==> src/rtl/multiphase_clkgen.sv <==
// rtl/multiphase_clkgen.sv - multiphase clock generator; optional graceful stop via MULTIPHASE_CLKGEN_GRACEFUL_STOP_EN
module multiphase_clkgen #(
    parameter int PHASES = 2,
    parameter int DIV_W  = 8
) (
    input  logic              clock48,
    input  logic              reset,
    input  logic              enable,
    input  logic [DIV_W-1:0]  div_value,
    output logic [PHASES-1:0] clk_ph,
    output logic              sync_pulse,
    output logic              running
);

    localparam int STEPS = 2 * PHASES;
    localparam int SW    = (STEPS > 2) ? $clog2(STEPS) : 1;
    localparam logic [SW-1:0] LAST_STEP = SW'(STEPS - 1);

    typedef enum logic [1:0] {
        IDLE  = 2'd0,
        RUN   = 2'd1,
        DRAIN = 2'd2
    } state_t;

    state_t            state;
    logic [DIV_W-1:0]  pre;
    logic [DIV_W-1:0]  div_lat;
    logic [SW-1:0]     step;

    logic              pre_wrap;
    logic              at_boundary;
    logic              at_origin;
    logic [DIV_W-1:0]  pre_next;
    logic [SW-1:0]     step_next;
    logic [PHASES-1:0] ph_pattern;

    // Phase k is high for the PHASES steps starting at step k (circularly).
    function automatic logic phase_high(input logic [SW-1:0] s, input int k);
        int d;
        d = int'(s) - k;
        if (d < 0) begin
            d = d + STEPS;
        end
        return (d < PHASES);
    endfunction

    // Prescaler/step advance and the phase pattern for the step being processed.
    always_comb begin
        pre_wrap    = (pre == div_lat);
        at_boundary = pre_wrap && (step == LAST_STEP);
        at_origin   = (pre == '0) && (step == '0);
        pre_next    = pre_wrap ? '0 : pre + DIV_W'(1);
        step_next   = step;
        if (pre_wrap) begin
            step_next = (step == LAST_STEP) ? '0 : step + SW'(1);
        end
        ph_pattern = '0;
        for (int k = 0; k < PHASES; k++) begin
            ph_pattern[k] = phase_high(step, k);
        end
    end

    // Control FSM with registered phase, sync and running outputs.
    always_ff @(posedge clock48 or posedge reset) begin
        if (reset) begin
            state      <= IDLE;
            pre        <= '0;
            step       <= '0;
            div_lat    <= '0;
            clk_ph     <= '0;
            sync_pulse <= 1'b0;
            running    <= 1'b0;
        end else begin
            case (state)
                IDLE: begin
                    clk_ph     <= '0;
                    sync_pulse <= 1'b0;
                    if (enable) begin
                        state   <= RUN;
                        pre     <= '0;
                        step    <= '0;
                        div_lat <= div_value;
                        running <= 1'b1;
                    end else begin
                        running <= 1'b0;
                    end
                end
`ifdef MULTIPHASE_CLKGEN_GRACEFUL_STOP_EN
                RUN, DRAIN: begin
                    // Keep generating; only a period boundary is a clean stop point.
                    clk_ph     <= ph_pattern;
                    sync_pulse <= (state == RUN) && at_origin;
                    pre        <= pre_next;
                    step       <= step_next;
                    if (at_boundary) begin
                        div_lat <= div_value;
                    end
                    if (enable) begin
                        state   <= RUN;
                        running <= 1'b1;
                    end else if (at_boundary) begin
                        state   <= IDLE;
                        running <= 1'b0;
                        clk_ph  <= '0;
                        pre     <= '0;
                        step    <= '0;
                    end else begin
                        state   <= DRAIN;
                        running <= 1'b1;
                    end
                end
`else
                RUN: begin
                    if (!enable) begin
                        // Immediate stop: outputs and counters cleared on this edge.
                        state      <= IDLE;
                        clk_ph     <= '0;
                        sync_pulse <= 1'b0;
                        pre        <= '0;
                        step       <= '0;
                        running    <= 1'b0;
                    end else begin
                        clk_ph     <= ph_pattern;
                        sync_pulse <= at_origin;
                        pre        <= pre_next;
                        step       <= step_next;
                        running    <= 1'b1;
                        if (at_boundary) begin
                            div_lat <= div_value;
                        end
                    end
                end
`endif
                default: begin
                    state      <= IDLE;
                    clk_ph     <= '0;
                    sync_pulse <= 1'b0;
                    pre        <= '0;
                    step       <= '0;
                    running    <= 1'b0;
                end
            endcase
        end
    end

endmodule

==> config.mk <==
export PLATFORM = sky130hd
export DESIGN_NAME = multiphase_clkgen
export DESIGN_NICKNAME = d
export VERILOG_FILES = /design/src/rtl/multiphase_clkgen.sv
export SDC_FILE = /design/constraint.sdc
export NUM_CORES = 1
export LEC_CHECK = 0
export ABC_AREA = 1
export CORE_ASPECT_RATIO = 2
export CORE_UTILIZATION = 45
export DETAILED_ROUTE_END_ITERATION = 10
export PLACE_DENSITY = 0.64
export SLEW_MARGIN = 30
export SYNTH_ARGS = -nofsm -noshare
export SYNTH_HDL_FRONTEND = slang
export SYNTH_SLANG_ARGS = --single-unit
==> constraint.sdc <==
create_clock -name clock48 -period 1.7 [get_ports clock48]
set_input_delay 0.255 -clock clock48 [delete_from_list [all_inputs] [get_ports clock48]]
set_output_delay 0.255 -clock clock48 [all_outputs]
set_load 0.005 [all_outputs]
==> metrics.md, run 1 <==
| Metric | Value |
|---|---|
| DRT iter0 DRCs | 19 |
| Hpwl dp | 2160 µm |
| DRC | 0 |
| Slew HR | 80.4% |
| I/O Buffers | 14 |
| # H-tree levels | 1 |
| Fin Hold WS | 0.333 ns |
| Avg Synthesized Cell Area | 8.17 µm² |
| Area contributors post-synth | dfrtp_1 (45%), nand2_1 (14%), ha_1 (5.9%), nand3_1 (5.9%), inv_1 (5.0%) |
| Wire length per cell | 12.9 µm |
| Final Hold Fails | 0 |
| Syn. warnings | 0 |
| Cell area after synthesis | 1270 µm² |
| Final Total Pwr | 2.10 mW |
| Reg2reg start | pre[7]$_DFFE_PP0P_ |
| Core area | 2600 µm² |
| Area of the multi-input gates | 596 µm² |
| Clock Skews | 0.00434 ns |
| Register area share after synthesis | 45.5% |
| Area growth, synth to finish | 22.1% |
| CTS Hold Bufs | 0 |
| Drt total wl | 2660 µm |
| CTS resizes | 0 |
| Seq cells post-synth | 23 |
| CP Capture Type | flip-flop |
| GRT Total Usage | 21.0% |
| Fillers | 237 |
| Power Density | 1360 nW/µm² |
| Final period util | 89.1% |
| Layout cell share with drive strength beyond 1 | 17.3% |
| Pre-CTS setup slack | -0.0953 ns |
| Die area | 3040 µm² |
| Critical Path Source | enable |
| Vias in the first global route | 1,091 |
| Final-stage net count | 197 |
| Drt pass-1 iters | 4 |
| Initial antenna violation count | 0 |
| Ports | 15 |
| Initial Util | 48.7% |
| Leak | 0.755 nW |
| Root Buffer | clkbuf_8 |
| Synth top area share | 45.5% |
| Clk_lat worst skew | 0.26 ns |
| FMAX | 0.660 GHz |
| Syn Nets | 172 |
| DR vias | 1,054 |
| Final ANT Viol Nets | 0 |
| Worst-path clk slew | 0.08 ns |
| Critical path type | primary input to flip-flop |
| CTS Buf Count | 3 |
| Clk buf depth | 2 |
| # setup viols final | 0 |
| Rows | 26 |
| # diodes | 0 |
| Measured slew at the worst slew-check pin | 0.292 ns |
| Unrepaired setup endpoints after global routing | no |
| Design area | 1550 µm² |
| Cell Area, Placed | 1500 µm² |
| Crit path time final | 1.51 ns |
| Die height | 77.0 µm |
| Drt via density | 5.09 |
| CP max FO | 5 |
| Hold Path Class | primary input to asynchronous set/reset pin |
| Cells after Synth | 155 |
| Library cells used by synthesis | 23 |
| CP required | 1.85 ns |
| CTS tree | done |
| Max_cap viols | 0 |
| Chip width | 39.5 µm |
| Register area | 576 µm² |
| Final Non-Filler Cells | 207 |
| Postcts setup bufs | 0 |
| First-pass GRT wire length | 4600 µm |
| GPL Wtd Cong | 0.860 |
| Grt ovf | 0 |
| Worst EP arrival | 1.66 ns |
| Largest net degree at the start of global routing | 24 |
| Largest area contributor in the netlist | dfrtp_1 |
| Pins Over Slew Limit | 0 |
| Outcome | complete, no violations |
| Setup WS post-layout | 0.185 ns |
| # clock sinks | 23 |
| Startpoint types | primary input |
| Maximum vdd ir drop | 0.745 mV |
| Cells after DPL | 203 |
per-stage QoR:
step	utilization [%]	setup TNS (ns)
after floorplan	-	0
after global placement	57.7	-0.0480
after detailed placement	57.7	-0.152
after CTS	59.4	0
after global routing	59.4	0
final	59.4	0
final cells by class:
type,count,share of cell area (%)
Multi-Input combinational cell,107,38.5
Sequential cell,23,37.2
Timing Repair Buffer,21,13.3
Inverter,24,5.83
Clock buffer,4,2.91
Tap cell,28,2.27
worst paths after layout:
check,to,slack [ns],cells past startpoint
worst min-delay path,pre[3]$_DFFE_PP0P_,0.33,3
worst min register to register,div_lat[2]$_DFFE_PP0P_,0.50,2
min in group clock48,div_lat[2]$_DFFE_PP0P_,0.50,2
worst max-delay path,pre[7]$_DFFE_PP0P_,0.19,7
worst max register to register,div_lat[6]$_DFFE_PP0P_,0.23,8
max in group asynchronous,div_lat[1]$_DFFE_PP0P_,1.14,3
cells in the mapped netlist:
| library cell | n |
|---|---|
| inv_1 | 17 |
| ha_1 | 6 |
| inv_2 | 7 |
| nor4_1 | 1 |
| dfrtp_1 | 23 |
| xnor2_1 | 3 |
| nand4_1 | 1 |
| a21oi_1 | 1 |
| buf_2 | 1 |
| a21oi_4 | 1 |
| nor2_4 | 3 |
| nand2_1 | 48 |
| nor2_1 | 6 |
| nand3_1 | 15 |
| o22ai_1 | 1 |
| o21ai_0 | 2 |
| nand3_2 | 1 |
| nor2_2 | 6 |
| nand2_2 | 1 |
| nand2_4 | 2 |
| nor3_1 | 3 |
| o21ai_1 | 3 |
| xor2_1 | 3 |
critical path, cell delays in order:
cell and delay (ns):
clkdlybuf4s50_1 0.48, inv_1 0.06, ha_1 0.28, nor2_1 0.25, nand3_1 0.12, xor2_1 0.17, nor2_2 0.05
routing by layer:
layer  up-vias  global-route usage [%]  wire length, µm
li1        527                       -                -
met4         0                    8.28               79
met1       493                    23.1              944
met5         -                       0                0
met2        26                    37.7             1550
met3         8                    1.73               87
where the power goes:
part / leakage (nW) / internal, mW / switching (mW)
Combinational: 0.432 / 0.395 / 0.550
Sequential: 0.300 / 0.696 / 0.129
Clock: 0.0228 / 0.167 / 0.162
Total: 0.755 / 1.26 / 0.841
placed cells by master (no fill, tap or decap):
cell / count
nand2_1: 48
dfrtp_1: 23
inv_1: 17
nand3_1: 15
clkdlybuf4s50_1: 14
inv_2: 7
nor2_1: 6
nor2_2: 6
ha_1: 6
buf_4: 6
xnor2_1: 3
nor2_4: 3
o21ai_1: 3
nor3_1: 3
xor2_1: 3
clkbuf_8: 3
nand2_4: 2
o21ai_0: 2
nand2_2: 1
nand3_2: 1
a21oi_4: 1
nand4_1: 1
nor4_1: 1
a21oi_1: 1
o22ai_1: 1
clkbuf_1: 1
buf_12: 1
flip-flops by register name, indices dropped and copies added, names as in the netlist:
register    count
div_lat         8
pre             8
clk_ph          2
step            2
running         1
state           1
sync_pulse      1
cells by family after synthesis:
group                    Yosys count  synth area share, %
buffers and inverters             25                 7.51
AO/OA/AOI/OAI                      8                 4.15
AND/OR/NAND/NOR                   87                 32.8
XOR/XNOR                           6                 4.15
adder cells (fa/ha/maj)            6                 5.93
flip-flops                        23                 45.5
Power figures use the tool's default switching activity.
==> run 2: changes to the inputs <==
--- a/config.mk
+++ b/config.mk
@@ -9,7 +9,7 @@
 export CORE_ASPECT_RATIO = 2
 export CORE_UTILIZATION = 45
 export DETAILED_ROUTE_END_ITERATION = 10
-export PLACE_DENSITY = 0.64
+export PLACE_DENSITY = 0.66
 export SLEW_MARGIN = 30
 export SYNTH_ARGS = -nofsm -noshare
 export SYNTH_HDL_FRONTEND = slang
==> metrics.md, run 2 (synthesized netlist as in run 1, its figures left out) <==
| Metric | Value |
|---|---|
| # clock sinks | 23 (unchanged) |
| Worst-path cell chain | clkdlybuf4s50_1 > inv_1 > ha_1 > nor3_1 > inv_1 > o21ai_1 > o21ai_0 > nor2_2 |
| Outcome | complete, no violations |
| Maximum vdd ir drop | 0.768 mV (+3.1%) |
| # setup viols final | 0 (unchanged) |
| Sequential share of power | 39.5% (+0.2 points) |
| GRT met3 Usage | 2.89% (+1.2 points) |
| Final Non-Filler Cells | 207 (unchanged) |
| Final Hold Fails | 0 (unchanged) |
| Drt pass-1 iters | 6 (+2) |
| Layout cell share with drive strength beyond 1 | 17.3% (unchanged) |
| Hpwl dp | 2140 µm (-1.3%) |
| DR vias | 1,059 (+0.47%) |
| Initial antenna violation count | 0 (unchanged) |
| Final-stage net count | 197 (unchanged) |
| Measured slew at the worst slew-check pin | 0.299 ns (+0.00700 ns) |
| Setup TNS Final | 0 ns (unchanged) |
| Die height | 77.0 µm (unchanged) |
| Int Power | 1.25 mW (-0.63%) |
| Drt total wl | 2710 µm (+1.9%) |
| Grt ovf | 0 (unchanged) |
| Rows | 26 (unchanged) |
| Global Route met2 Usage | 34.9% (-2.8 points) |
| Largest net degree at the start of global routing | 24 (unchanged) |
| Most Frequent Cell on Critical Path | inv_1 |
| Clock Skews | 0.00548 ns (+0.00113 ns) |
| Unrepaired setup endpoints after global routing | no |
| Busiest grt layer | met2 |
| Vias in the first global route | 1,076 (-1.4%) |
| GRT Total Usage | 21.0% (+0.032 points) |
| I/O Buffers | 14 (unchanged) |
| Clk buf depth | 2 (unchanged) |
| FMAX | 0.648 GHz (-1.8%) |
| Power Density | 1350 nW/µm² (-0.24%) |
| CP Capture Type | flip-flop |
| Core area | 2600 µm² (unchanged) |
| Wire length per cell | 13.1 µm (+1.9%) |
| Final ANT Viol Nets | 0 (unchanged) |
| Pins Over Slew Limit | 0 (unchanged) |
| Commonest cells after routing, fill and taps aside | nand2_1 (48), dfrtp_1 (23), inv_1 (17) |
| Drt via density | 5.12 (+0.47%) |
| # diodes | 0 (unchanged) |
| Ports | 15 (unchanged) |
| Postcts setup bufs | 0 (unchanged) |
| Worst EP arrival | 1.74 ns (+0.08 ns) |
| CTS Buf Count | 3 (unchanged) |
| Max_cap viols | 0 (unchanged) |
| Critical path type | primary input to flip-flop |
| CTS Hold Bufs | 0 (unchanged) |
| Die area | 3040 µm² (unchanged) |
| Final Util | 59.4% (unchanged) |
| Hold Path Class | primary input to asynchronous set/reset pin |
| Switching power | 0.844 mW (+0.34%) |
| GR Layer Usage met1 | 21.5% (-1.6 points) |
| Cells after DPL | 203 (unchanged) |
| DRC | 0 (unchanged) |
| Slew HR | 80.1% (-0.29 points) |
| Leak | 0.756 nW (+0.13%) |
| Leading cell type in the layout, fill and taps excluded | nand2_1 |
| Fillers | 265 (+12%) |
| Final Total Pwr | 2.09 mW (-0.24%) |
| Crit path largest cell delay | 0.48 ns (about the same) |
| Area growth, synth to finish | 22.1% (unchanged) |
| DRT iter0 DRCs | 22 (+3) |
| Startpoint types | primary input |
| Clk_lat worst skew | 0.26 ns (about the same) |
| CP required | 1.90 ns (+0.05 ns) |
| Slowest stage cell on the critical path | clkdlybuf4s50_1 |
| CTS resizes | 0 (unchanged) |
| First-pass GRT wire length | 4460 µm (-3.0%) |
| CTS tree | done |
| Logic pwr share | 44.6% (-0.4 points) |
| Worst-path clk slew | 0.08 ns (about the same) |
| Root Buffer | clkbuf_8 |
| Initial Util | 48.7% (unchanged) |
| Area of the multi-input gates | 596 µm² (unchanged) |
| Crit path time final | 1.54 ns (+0.0277 ns) |
| Chip width | 39.5 µm (unchanged) |
| Largest registers | div_lat x8, pre x8 |
| # H-tree levels | 1 (unchanged) |
| Final period util | 90.7% (+1.6 points) |
| Sw Ratio | 40.3% (+0.23 points) |
| Register area | 576 µm² (unchanged) |
| GPL Wtd Cong | 0.888 (+3.2%) |
| CP max FO | 6 (+1) |
| Clock Power Share | 15.9% (+0.2 points) |
==> run 2: final cells by class <==
cell class	instances	area share, %
multi-input combinational	107	38.5
sequential	23	37.2
timing repair buffer	21	13.3
inverter	24	5.83
clock buffer	4	2.91
tap	28	2.27
==> run 2: through the flow <==
stage | setup WS, ns | hold slack (ns) | instance area [µm²]
4_1_cts | 0.160 | 0.344 | 1550
5_1_grt | 0.0621 | 0.373 | 1550
3_3_place_gp | -0.0190 | 0.482 | 1500
6_report | 0.157 | 0.326 | 1550
2_1_floorplan | 0.222 | 0.257 | 1270
3_5_place_dp | -0.116 | 0.483 | 1500
==> run 2: power groups by stage <==
stage / registers [mW] / logic, mW / clock network, mW
4_1_cts: 0.828 / 0.942 / 0.346
3_5_place_dp: 0.839 / 0.937 / 0
5_1_grt: 0.841 / 1.06 / 0.370
6_report: 0.827 / 0.933 / 0.334
3_3_place_gp: 0.829 / 0.909 / 0
2_1_floorplan: 0.812 / 0.645 / 0
==> run 2: routing by layer <==
layer  part of all wire [%]  up-vias
met2                     56       32
met3                    4.0       14
met4                    5.2        0
met5                      0        -
met1                     35      487
li1                       -      526
==> run 2: worst paths after layout <==
path	startpoint	endpoint	slack [ns]	cells after the start
min in group clock48	step[1]$_DFFE_PP0P_	clk_ph[0]$_DFF_PP0_	0.50	1
hold reg to reg	step[1]$_DFFE_PP0P_	clk_ph[0]$_DFF_PP0_	0.50	1
hold / removal	reset	div_lat[6]$_DFFE_PP0P_	0.33	3
max in group asynchronous	reset	pre[2]$_DFFE_PP0P_	1.13	3
setup reg to reg	pre[0]$_DFFE_PP0P_	div_lat[5]$_DFFE_PP0P_	0.23	10
setup / recovery	enable	pre[4]$_DFFE_PP0P_	0.16	8
==> run 2: critical path, delay by kind of cell <==
kind            cells  cell delay (ns)
simple gates        2             0.34
buf+inv             3             0.64
fa+ha+maj           1             0.28
compound gates      2             0.23
